`config.mk`:
```
export PLATFORM = sky130hd
export DESIGN_NAME = link_arbiter
export DESIGN_NICKNAME = d
export VERILOG_FILES = /design/src/rtl/link_arbiter.sv
export SDC_FILE = /design/constraint.sdc
export NUM_CORES = 1
export LEC_CHECK = 0
export BUFFER_PORTS_ARGS = -buffer_cell sky130_fd_sc_hd__buf_2
export CAP_MARGIN = 20
export CORE_MARGIN = 4
export CORE_UTILIZATION = 57
export DETAILED_ROUTE_END_ITERATION = 8
export PLACE_DENSITY = 0.81
export RECOVER_POWER = 50
export SLEW_MARGIN = 20
export SYNTH_ARGS = -nofsm -noshare
export SYNTH_HDL_FRONTEND = slang
export SYNTH_SLANG_ARGS = --single-unit
```
`constraint.sdc`:
```
create_clock -name clk -period 2.2 [get_ports clk]
set_input_delay 0.22 -clock clk [delete_from_list [all_inputs] [get_ports clk]]
set_output_delay 0.22 -clock clk [all_outputs]
set_load 0.02 [all_outputs]
```
`src/rtl/link_arbiter.sv`:
```
// link_arbiter: four-requester arbiter driving a single interconnect link.
// Each grant runs START (1 cycle), HOLD (HOLD_CYCLES cycles) and GAP (1 cycle).
// GAP re-arbitrates, so back-to-back transfers need no IDLE cycle between them.
// Arbitration is round-robin by default. Defining LINK_ARB_FIXED_PRIO_EN
// selects fixed priority (lowest index wins) with identical timing.
// HOLD_CYCLES legal range: 1..15.
module link_arbiter #(
   parameter int unsigned HOLD_CYCLES = 2
) (
   input  logic       clk,
   input  logic       rst_n,
   input  logic [3:0] req,
   output logic [3:0] gnt,
   output logic [1:0] gnt_id,
   output logic       start,
   output logic       link_active,
   output logic       done
);

   typedef enum logic [1:0] {
      S_IDLE  = 2'd0,
      S_START = 2'd1,
      S_HOLD  = 2'd2,
      S_GAP   = 2'd3
   } state_t;

   localparam logic [3:0] HOLD_LOAD = 4'(HOLD_CYCLES - 1);

   state_t     r_state;
   state_t     w_next;
   logic [3:0] r_gnt;
   logic [1:0] r_gnt_id;
   logic [3:0] r_cnt;
   logic [1:0] w_base;
   logic       w_hit;
   logic [1:0] w_idx;
   logic       w_hold_last;

   assign gnt         = r_gnt;
   assign gnt_id      = r_gnt_id;
   assign w_hold_last = (r_state == S_HOLD) && (r_cnt == 4'd0);

`ifdef LINK_ARB_FIXED_PRIO_EN
   // Fixed priority: the search always starts at requester 0.
   assign w_base = 2'd0;
`else
   logic [1:0] r_ptr;

   // Round-robin pointer moves past the winner as the transfer enters GAP,
   // so the re-arbitration in GAP already sees the advanced pointer.
   always_ff @(posedge clk) begin
      if (!rst_n)
         r_ptr <= 2'd0;
      else if (w_hold_last)
         r_ptr <= r_gnt_id + 2'd1;
   end

   assign w_base = r_ptr;
`endif

   // Find the first asserted request at or after w_base, wrapping 3 -> 0.
   always_comb begin
      logic [1:0] v_cand;
      // NOTE: every combinational output gets a default first so no path
      // leaves it unassigned, which would otherwise infer a latch.
      w_hit  = 1'b0;
      w_idx  = 2'd0;
      v_cand = 2'd0;
      // Scan from the farthest offset down so the nearest hit wins last.
      for (int i = 3; i >= 0; i--) begin
         v_cand = w_base + 2'(i);
         if (req[v_cand]) begin
            w_hit = 1'b1;
            w_idx = v_cand;
         end
      end
   end

   // State register.
   always_ff @(posedge clk) begin
      // NOTE: sequential state uses non-blocking assignments so every flop
      // samples pre-edge values, independent of statement order.
      if (!rst_n)
         r_state <= S_IDLE;
      else
         r_state <= w_next;
   end

   // Next-state logic and state-decoded link handshake outputs.
   always_comb begin
      w_next      = r_state;
      start       = 1'b0;
      link_active = 1'b0;
      done        = 1'b0;
      case (r_state)
         S_IDLE: begin
            if (w_hit)
               w_next = S_START;
         end
         S_START: begin
            start       = 1'b1;
            link_active = 1'b1;
            w_next      = S_HOLD;
         end
         S_HOLD: begin
            link_active = 1'b1;
            if (r_cnt == 4'd0)
               w_next = S_GAP;
         end
         S_GAP: begin
            done   = 1'b1;
            w_next = w_hit ? S_START : S_IDLE;
         end
         default: w_next = S_IDLE;
      endcase
   end

   // Grant, grant index and hold counter. req is only looked at in IDLE/GAP.
   always_ff @(posedge clk) begin
      if (!rst_n) begin
         r_gnt    <= 4'd0;
         r_gnt_id <= 2'd0;
         r_cnt    <= 4'd0;
      end else begin
         case (r_state)
            S_IDLE, S_GAP: begin
               if (w_hit) begin
                  r_gnt    <= 4'b0001 << w_idx;
                  r_gnt_id <= w_idx;
               end else begin
                  r_gnt    <= 4'd0;
               end
            end
            S_START: r_cnt <= HOLD_LOAD;
            S_HOLD: begin
               if (r_cnt == 4'd0)
                  r_gnt <= 4'd0;
               else
                  r_cnt <= r_cnt - 4'd1;
            end
            default: r_gnt <= 4'd0;
         endcase
      end
   end

endmodule

```
======== Yosys cells after proc, flatten, opt, wreduce, memory -nomap -nowiden ========
Index checks and enable logic that the tools add are counted.
storage, ports and cells
  output and inout bits ................... 9
  register bits ........................... 14
  word-level logic and storage cells ...... 60
  input port bits ......................... 6
operators by class
  add/subtract/negate cells ............... 5
  eq/ne operators ......................... 6
  shift operators ......................... 1
  order comparisons ....................... 4
  muxes and demuxes ....................... 28
  reduce and logical (&&, ||, !) cells .... 11
operators by type and width
  cell                                                        count
  case mux 4 bit (2 select lines)                             2
  less-than comparator 2 x 3 -> 1 bit, second input constant  4
  two-way mux 1 bit                                           12
  two-way mux 2 bit                                           6
  two-way mux 4 bit                                           3
  binary-select mux 1 bit (select 2 bit)                      4
  case mux 2 bit (4 select lines)                             1
  AND reduction 2 bit                                         4
  adder 2 x 1 -> 2 bit, second input constant                 2
  adder 2 bit, second input constant                          2
  equality test 2 bit, second input constant                  2
  logical NOT 4 bit                                           1
  inequality test 2 bit, second input constant                2
  nonzero test 2 bit                                          2
  OR reduction 2 bit                                          2
  << shifter 1 x 2 -> 4 bit, first input constant             1
  subtractor 4 x 1 -> 4 bit, second input constant            1
  equality test 2 x 1 -> 1 bit, second input constant         1
  logical NOT 2 bit                                           1
  inequality test 2 x 1 -> 1 bit, second input constant       1
  logical AND 1 bit                                           1

======== Longest topological paths before layout ========
Gate-level depths: netlist of the first run.
  depth in word-level cells ............... 10
  mapped depth ............................ 6
  depth with buffers taken out ............ 6

======== Least setup slack after synthesis of the first run ========
Ideal clock, no wire load.
  path type ............................... flip-flop to flip-flop
  start ................................... register r_state[0]
  end ..................................... register r_gnt[0] (netlist: gnt[0])
  data arrival time ....................... 1,474 ps
  setup time .............................. 117 ps
  setup slack ............................. 609 ps
  cell stages (with the launch flop) ...... 6
  path buffers ............................ 0
  clock period less this slack ............ 1,591 ps
  data required time ...................... 2,083 ps
  cell sequence ........................... dfxtp_1 > inv_1 > ha_1 > nor2_2 > and3_4 > a32o_1
on the way
  longest elaborated chain between the ends .. 4
  elaborated cells on any way between the ends .. 8
  classes of those cells .................. 3 x eq/ne; 1 x mux; 4 x reduce/logical
RTL lines
  what                                                             line  source
  start, declared                                                  29    state_t r_state;
  start signal, assigned                                           86    r_state <= w_next;
  equality test 2 bit / logical NOT 2 bit (equally long branches)  125   case (r_state)
  OR reduction 2 bit                                               125
  nonzero test 2 bit (no line)                                     -
  AND reduction 2 bit (no line)                                    -
  end signal, assigned                                             128   r_gnt <= 4'b0001 << w_idx;
  end, declared                                                    31    logic [3:0] r_gnt;
Parallel ways exist; a longest one is shown, timed or not.
A chain may end at the register's enable or synchronous reset.

======== Worst setup path in the final report of the first run ========
  start ................................... register r_state[0]
  end ..................................... output link_active
on the way
  longest elaborated chain between the ends .. 3
  elaborated cells on any way between the ends .. 4
  classes of those cells .................. 2 x eq/ne; 1 x mux; 1 x reduce/logical
RTL lines
  what                                                                        line  source
  equality test 2 bit / equality test 2 x 1 -> 1 bit (equally long branches)  95    case (r_state)
  OR reduction 2 bit (no line) (*)                                            -
  two-way mux 1 bit (*)                                                       95
  end, declared                                                               16    output logic link_active,
Every way passes the cells marked *; elsewhere a longest branch is shown, timed or not.

==> metrics.md, run 1 <==
| Metric | Value |
|---|---|
| Via/cell ratio | 5.70 |
| Yosys warning count | 0 |
| Die H | 45.8 um |
| Setup crit start kind | register |
| PD cells | 1240 mW/mm2 |
| Initial drt markers | 13 |
| Critical path arrival | 1.44 ns |
| Pin count of the biggest net entering global routing | 17 |
| Clock share of power | 0.163 |
| Ranking of synthesized cells by area | dfxtp_1 (34%), ha_1 (11%), a32o_1 (4.9%) |
| Sw Share | 0.434 |
| Part of the power in combinational logic | 0.499 |
| DP HPWL | 1170 um |
| Seq cells post-synth | 14 |
| Internal | 0.641 mW |
| Initial Util | 0.618 |
| R2r startpoint | r_state[0]$_SDFFE_PN0P_ |
| Post-synthesis async set-or-reset flop share | 0 |
| Area share of the largest cell type after synthesis | 0.344 |
| P_sw | 0.492 mW |
| Core Area | 0.00132 mm2 |
| DRT Wirelength | 1520 um |
| CTS Buffer Depth | 2 |
| Setup Total Neg Slack | 0 ns |
| Commonest cells after routing, fill and taps aside | dfxtp_1 (14), nand2_1 (9), clkbuf_1 (8), inv_1 (7), ha_1 (7) |
| Worst Reg-to-Reg Cells | 5 |
| Synth Cell Area | 815 um2 |
| Unrepaired setup endpoints after global routing | no |
| Total Nets Final | 121 |
| Req. time, crit path | 1.98 ns |
| FP Rows | 13 |
| Worst Max-Slew Pin Slew | 0.312 ns |
| Top_reg_cell synth | dfxtp_1 |
| Synthesized Nets | 104 |
| First drt pass iteration count | 4 |
| Final hold violation count | 0 |
| Hold Crit Start | rst_n |
| Skew final | 0.00429 ns |
| Post-DR wirelength/cell | 12.4 um |
| Global-route wire length before repair | 2490 um |
| Clock transition at path regs | 0.09 ns |
| Total grt overflow | 0 |
| Yosys cell types | 34 |
| Lkg Pwr | 0.343 nW |
| Worst-Skew Late Latency | 0.28 ns |
| Status | completed |
| Final Setup Violations | 0 |
| Synthesized netlist cell count | 91 |
| Slew Viols, Final | 0 |
| Worst Hold Depth | 3 |
| Worst setup path startpoint | r_state[0]$_SDFFE_PN0P_ |
| Residual DRC | 0 |
| Gpl congestion | 0.865 |
| Critical path class | register to output port |
| Number of port buffers | 14 |
| Final period util | 0.755 |
| Worst Hold End | gnt_id[0]$_SDFFE_PN0P_ |
| Fillers | 127 |
| Max frequency | 602 MHz |
| Reg2reg setup slack | 0.55 ns |
| Worst setup EP type | output port |
| CP Max Fanout | 9 |
| Post-CTS setup repair buffer count | 0 |
| Syn-to-layout area delta | 12.0% |
| # resized after CTS | 0 |
| Worst min path class | input port to register |
| Initial antenna violation count | 0 |
| Min Tclk post-route | 1.66 ns |
| Post-route ant nets | 0 |
| Hold WS | 0.320 ns |
| Slew margin rel. | 0.791 |
| Max_cap viols | 0 |
| Clk sinks | 14 |
| Die area | 0.00210 mm2 |
| Die extent in x | 45.8 um |
| Post-synth EDFFs | 0 |
| Largest area contributor in the netlist | dfxtp_1 |
| Reg power frac | 0.338 |
| CTS Hold Bufs | 0 |
| Via count | 695 |
| Global Route Usage Sum | 0.164 |
| Synth Area per Inst | 8.95 um2 |
| Antenna cell count | 0 |
| CTS Root Cell | clkbuf_4 |
| # IOs | 15 |
| Post-synthesis sequential area ratio | 0.344 |
| Layout cells sized above 1 | 0.131 |
| TritonCTS Buffers | 3 |
| CTS tree | yes |
| FF-to-FF End | gnt[3]$_SDFFE_PN0P_ |
| Leading cell type in the layout, fill and taps excluded | dfxtp_1 |
| Post-layout util | 0.692 |
| Max IR drop VDD | 0.735 mV |
| Vias in the first global route | 613 |
| H-tree depth | 1 |
## kinds of logic after synthesis
group | synth area share
muxes | 0.0246
DFF | 0.344
buffers and inverters | 0.0507
and+or+nand+nor | 0.229
xor gates and xnor gates | 0.0108
AOI/OAI and AO/OA | 0.233
adders and majority gates | 0.108
## power by group through the flow
stage,Combinational [mW],Clock [mW],Sequential (mW)
global route,0.644,0.201,0.391
global placement,0.575,0,0.386
finish,0.566,0.185,0.383
CTS,0.585,0.190,0.383
detailed placement,0.584,0,0.388
floorplan,0.426,0,0.407
## layer usage
layer  up-vias  GRT usage  part of all wire  wire length (um)
li1        362          -                 -                 -
met1       318      0.195              0.46               700
met2        10      0.273              0.47               716
met3         5     0.0237             0.039                59
met4         0      0.102             0.025                38
met5         -          0                 0                 0
## area by class of cell
type / instances / area [um2] / share of cell area
Tap cell: 15 / 18.8 / 0.0206
Timing Repair Buffer: 14 / 60.1 / 0.0658
Multi-Input combinational cell: 68 / 490 / 0.538
Inverter: 7 / 26.3 / 0.0288
Clock buffer: 4 / 36.3 / 0.0398
Sequential cell: 14 / 280 / 0.307
## state kept, by name (all words and copies together), names as in the netlist
register,cells
gnt,4
gnt_id,2
r_cnt,4
r_ptr,2
r_state,2
## worst max-delay path, stage by stage (launching register included)
cell and delay (ns):
dfxtp_1 0.40, inv_1 0.10, ha_1 0.43, buf_2 0.22
## cell usage after synthesis, types with 2 or more instances
master / count
mux2i_1: 2
nor3_1: 2
o21ai_0: 5
a32o_1: 4
nand2_1: 9
a21oi_1: 4
inv_1: 7
nor2_1: 3
o21ai_1: 4
dfxtp_1: 14
a21boi_1: 2
ha_1: 7
nand3b_1: 2
and2_1: 3
o22ai_1: 3
nand3_1: 2
## worst max path at each step
stage	slack (ns)	to	cells after the start
6_report	0.54	link_active	3
3_5_place_dp	0.59	r_cnt[1]$_SDFFE_PN0P_	6
3_3_place_gp	0.61	gnt[2]$_SDFFE_PN0P_	5
2_1_floorplan	0.61	gnt[0]$_SDFFE_PN0P_	5
4_1_cts	0.51	link_active	3
5_1_grt	0.38	r_cnt[1]$_SDFFE_PN0P_	6
## through the flow
| stage | power [mW] | cells | setup WS (ns) | area [um2] |
|---|---|---|---|---|
| 2_1_floorplan | 0.833 | 91 | 0.609 | 815 |
| 3_3_place_gp | 0.962 | 118 | 0.615 | 888 |
| 3_5_place_dp | 0.972 | 118 | 0.587 | 888 |
| 4_1_cts | 1.16 | 122 | 0.512 | 925 |
| 5_1_grt | 1.24 | 122 | 0.381 | 912 |
| 6_report | 1.13 | 122 | 0.539 | 912 |
No activity file was read; power rests on OpenSTA's default activity.
==> inputs of run 2 (changes only) <==
Settings changed: CORE_UTILIZATION 57 to 53, PLACE_DENSITY 0.81 to 0.77.
Clock period 2.2 ns to 1.6 ns, I/O delays scaled along.
==> run 2 against run 1 <==
  * Non-clock buffer count rose by 2
  * Register-to-register slack got worse by 0.46 ns
  * Hold slack got worse by 0.049 ns
  * Critical path type is now register to register
  * Core utilization fell by 1.6 points
  * Design area rose by 1.2%
  * Clock-buffer cell count fell by 1
  * Final cell count rose by 0.82%
  * Power rose by 39%
  * Clock skew fell by 0.0017 ns
==> metrics.md, run 2 (synthesis gave the netlist of run 1 again) <==
| Metric | Value |
|---|---|
| Slew margin rel. | 0.772 (was 0.791) |
| Critical Path Max Stage Delay | 0.39 ns (was 0.43 ns) |
| Gpl congestion | 0.748 (was 0.865) |
| Post-layout util | 0.676 (was 0.692) |
| Die area | 0.00223 mm2 (was 0.00210 mm2) |
| Global Route Usage Sum | 0.166 (was 0.164) |
| Met3 WL | 87 um (was 59 um) |
| Max stage delay cell, worst path | dfxtp_1 (was ha_1) |
| Finished Cell Area | 923 um2 (was 912 um2) |
| Unrepaired setup endpoints after global routing | yes (was no) |
| Worst-path cell chain | inv_1 -> ha_4 -> nor2_1 -> and3_4 -> a32o_1 (was inv_1 -> ha_1 -> buf_2) |
| Top sig layer | met4 (unchanged) |
| Via count | 715 (was 695) |
| Clk sinks | 14 (unchanged) |
| Global-route wire length before repair | 2620 um (was 2490 um) |
| Total Nets Final | 123 (was 121) |
| Total grt overflow | 0 (unchanged) |
| Status | completed (unchanged) |
| Hold Crit Start | rst_n (unchanged) |
| Critical path arrival | 1.68 ns (was 1.44 ns) |
| Number of port buffers | 14 (unchanged) |
| R2r startpoint | r_state[1]$_SDFFE_PN0P_ (was r_state[0]$_SDFFE_PN0P_) |
| CTS Root Cell | clkbuf_4 (unchanged) |
| Skew final | 0.00256 ns (was 0.00429 ns) |
| H-tree depth | 1 (unchanged) |
| Leading cell type in the layout, fill and taps excluded | dfxtp_1 (unchanged) |
| First drt pass iteration count | 4 (unchanged) |
| Dpl cell area | 903 um2 (was 888 um2) |
| Worst-Skew Late Latency | 0.27 ns (was 0.28 ns) |
| DP HPWL | 1260 um (was 1170 um) |
| Layout cells sized above 1 | 0.148 (was 0.131) |
| Slew Viols, Final | 0 (unchanged) |
| Met1 WL | 778 um (was 700 um) |
| Worst min path class | input port to register (unchanged) |
| Final period util | 0.944 |
| Setup crit start kind | register (unchanged) |
| Residual DRC | 0 (unchanged) |
| TritonCTS Buffers | 3 (unchanged) |
| Min Tclk post-route | 1.51 ns |
| Pin count of the biggest net entering global routing | 17 (unchanged) |
| Die H | 47.2 um (was 45.8 um) |
| PD cells | 1710 mW/mm2 (was 1240 mW/mm2) |
| CP Max Fanout | 9 (unchanged) |
| FP Rows | 13 (unchanged) |
| Max frequency | 662 MHz |
| Worst Max-Slew Pin Slew | 0.339 ns (was 0.312 ns) |
| Max_cap viols | 0 (unchanged) |
| Setup Total Neg Slack | 0 ns (unchanged) |
| Commonest cells after routing, fill and taps aside | dfxtp_1 (14), nand2_1 (9), clkbuf_1 (8), inv_1 (7), buf_2 (6) (was dfxtp_1 (14), nand2_1 (9), clkbuf_1 (8), inv_1 (7), ha_1 (7)) |
| Max IR drop VDD | 1.04 mV (was 0.735 mV) |
| Initial Util | 0.596 (was 0.618) |
| Core Area | 0.00137 mm2 (was 0.00132 mm2) |
| Initial antenna violation count | 0 (unchanged) |
| CTS Hold Bufs | 0 (unchanged) |
| Lkg Pwr | 0.345 nW (was 0.343 nW) |
| Clock transition at path regs | 0.08 ns (was 0.09 ns) |
| Die extent in x | 47.2 um (was 45.8 um) |
| Final Setup Violations | 0 (unchanged) |
| Final hold violation count | 0 (unchanged) |
| Post-route ant nets | 0 (unchanged) |
| Met2 WL | 725 um (was 716 um) |
| CTS tree | yes (unchanged) |
| Worst setup path startpoint | r_state[1]$_SDFFE_PN0P_ (was r_state[0]$_SDFFE_PN0P_) |
| Post-DR wirelength/cell | 13.1 um (was 12.4 um) |
| Worst setup EP type | register (was output port) |
| # IOs | 15 (unchanged) |
| Critical path class | register to register (was register to output port) |
| Via/cell ratio | 5.81 (was 5.70) |
| DRT Wirelength | 1620 um (was 1520 um) |
| CTS Buffer Depth | 2 (unchanged) |
| Syn-to-layout area delta | 13.4% (was 12.0%) |
| Power Total | 1.58 mW (was 1.13 mW) |
| Vias in the first global route | 635 (was 613) |
| Req. time, crit path | 1.77 ns (was 1.98 ns) |
| Antenna cell count | 0 (unchanged) |
| Initial drt markers | 11 (was 13) |
run 2: worst max-delay path, delay by kind of cell (launching register included):
| kind | cells | cell delay, ns |
|---|---|---|
| AO/OA/AOI/OAI | 1 | 0.25 |
| adder cells (fa/ha/maj) | 1 | 0.33 |
| buffers and inverters | 1 | 0.13 |
| flip-flops | 1 | 0.39 |
| AND/OR/NAND/NOR | 2 | 0.31 |
run 2: area by class of cell:
type | count | area [um2]
fill | 120 | 443
clock buffer | 3 | 22.5
tap | 15 | 18.8
multi-input combinational | 68 | 500
timing repair buffer | 16 | 75.1
inverter | 7 | 26.3
sequential | 14 | 280
run 2: repair_timing:
action                     in CTS  in global routing
gates resized for setup         0                  3
setup buffers                   0                  0
setup endpoints to repair       0                  8
run 2: through the flow:
stage          setup slack, ns  hold WS, ns  cells
6_report                0.0902        0.271    123
5_1_grt                -0.0287        0.271    123
4_1_cts                0.00213        0.255    123
3_5_place_dp           0.00842        0.458    120
3_3_place_gp            0.0930        0.446    120
2_1_floorplan          0.00894        0.316     91
run 2: final timing paths:
kind                            to  slack, ns  cells after the start
max            gnt[2]$_SDFFE_PN0P_       0.09                      5
min          r_cnt[0]$_SDFFE_PN0P_       0.27                      3
max reg2reg    gnt[2]$_SDFFE_PN0P_       0.09                      5
min reg2reg    gnt[3]$_SDFFE_PN0P_       0.47                      1
run 2: metal layers:
layer | global-route usage | vias to the layer above
li1 | - | 366
met1 | 0.200 | 328
met2 | 0.276 | 17
met3 | 0.0345 | 4
met4 | 0.0829 | 0
met5 | 0 | -
run 2: where the power goes:
| part | internal, mW | total (mW) | switching [mW] |
|---|---|---|---|
| clock network | 0.0872 | 0.193 | 0.106 |
| logic | 0.359 | 0.868 | 0.510 |
| registers | 0.443 | 0.519 | 0.0755 |
| total | 0.889 | 1.58 | 0.691 |
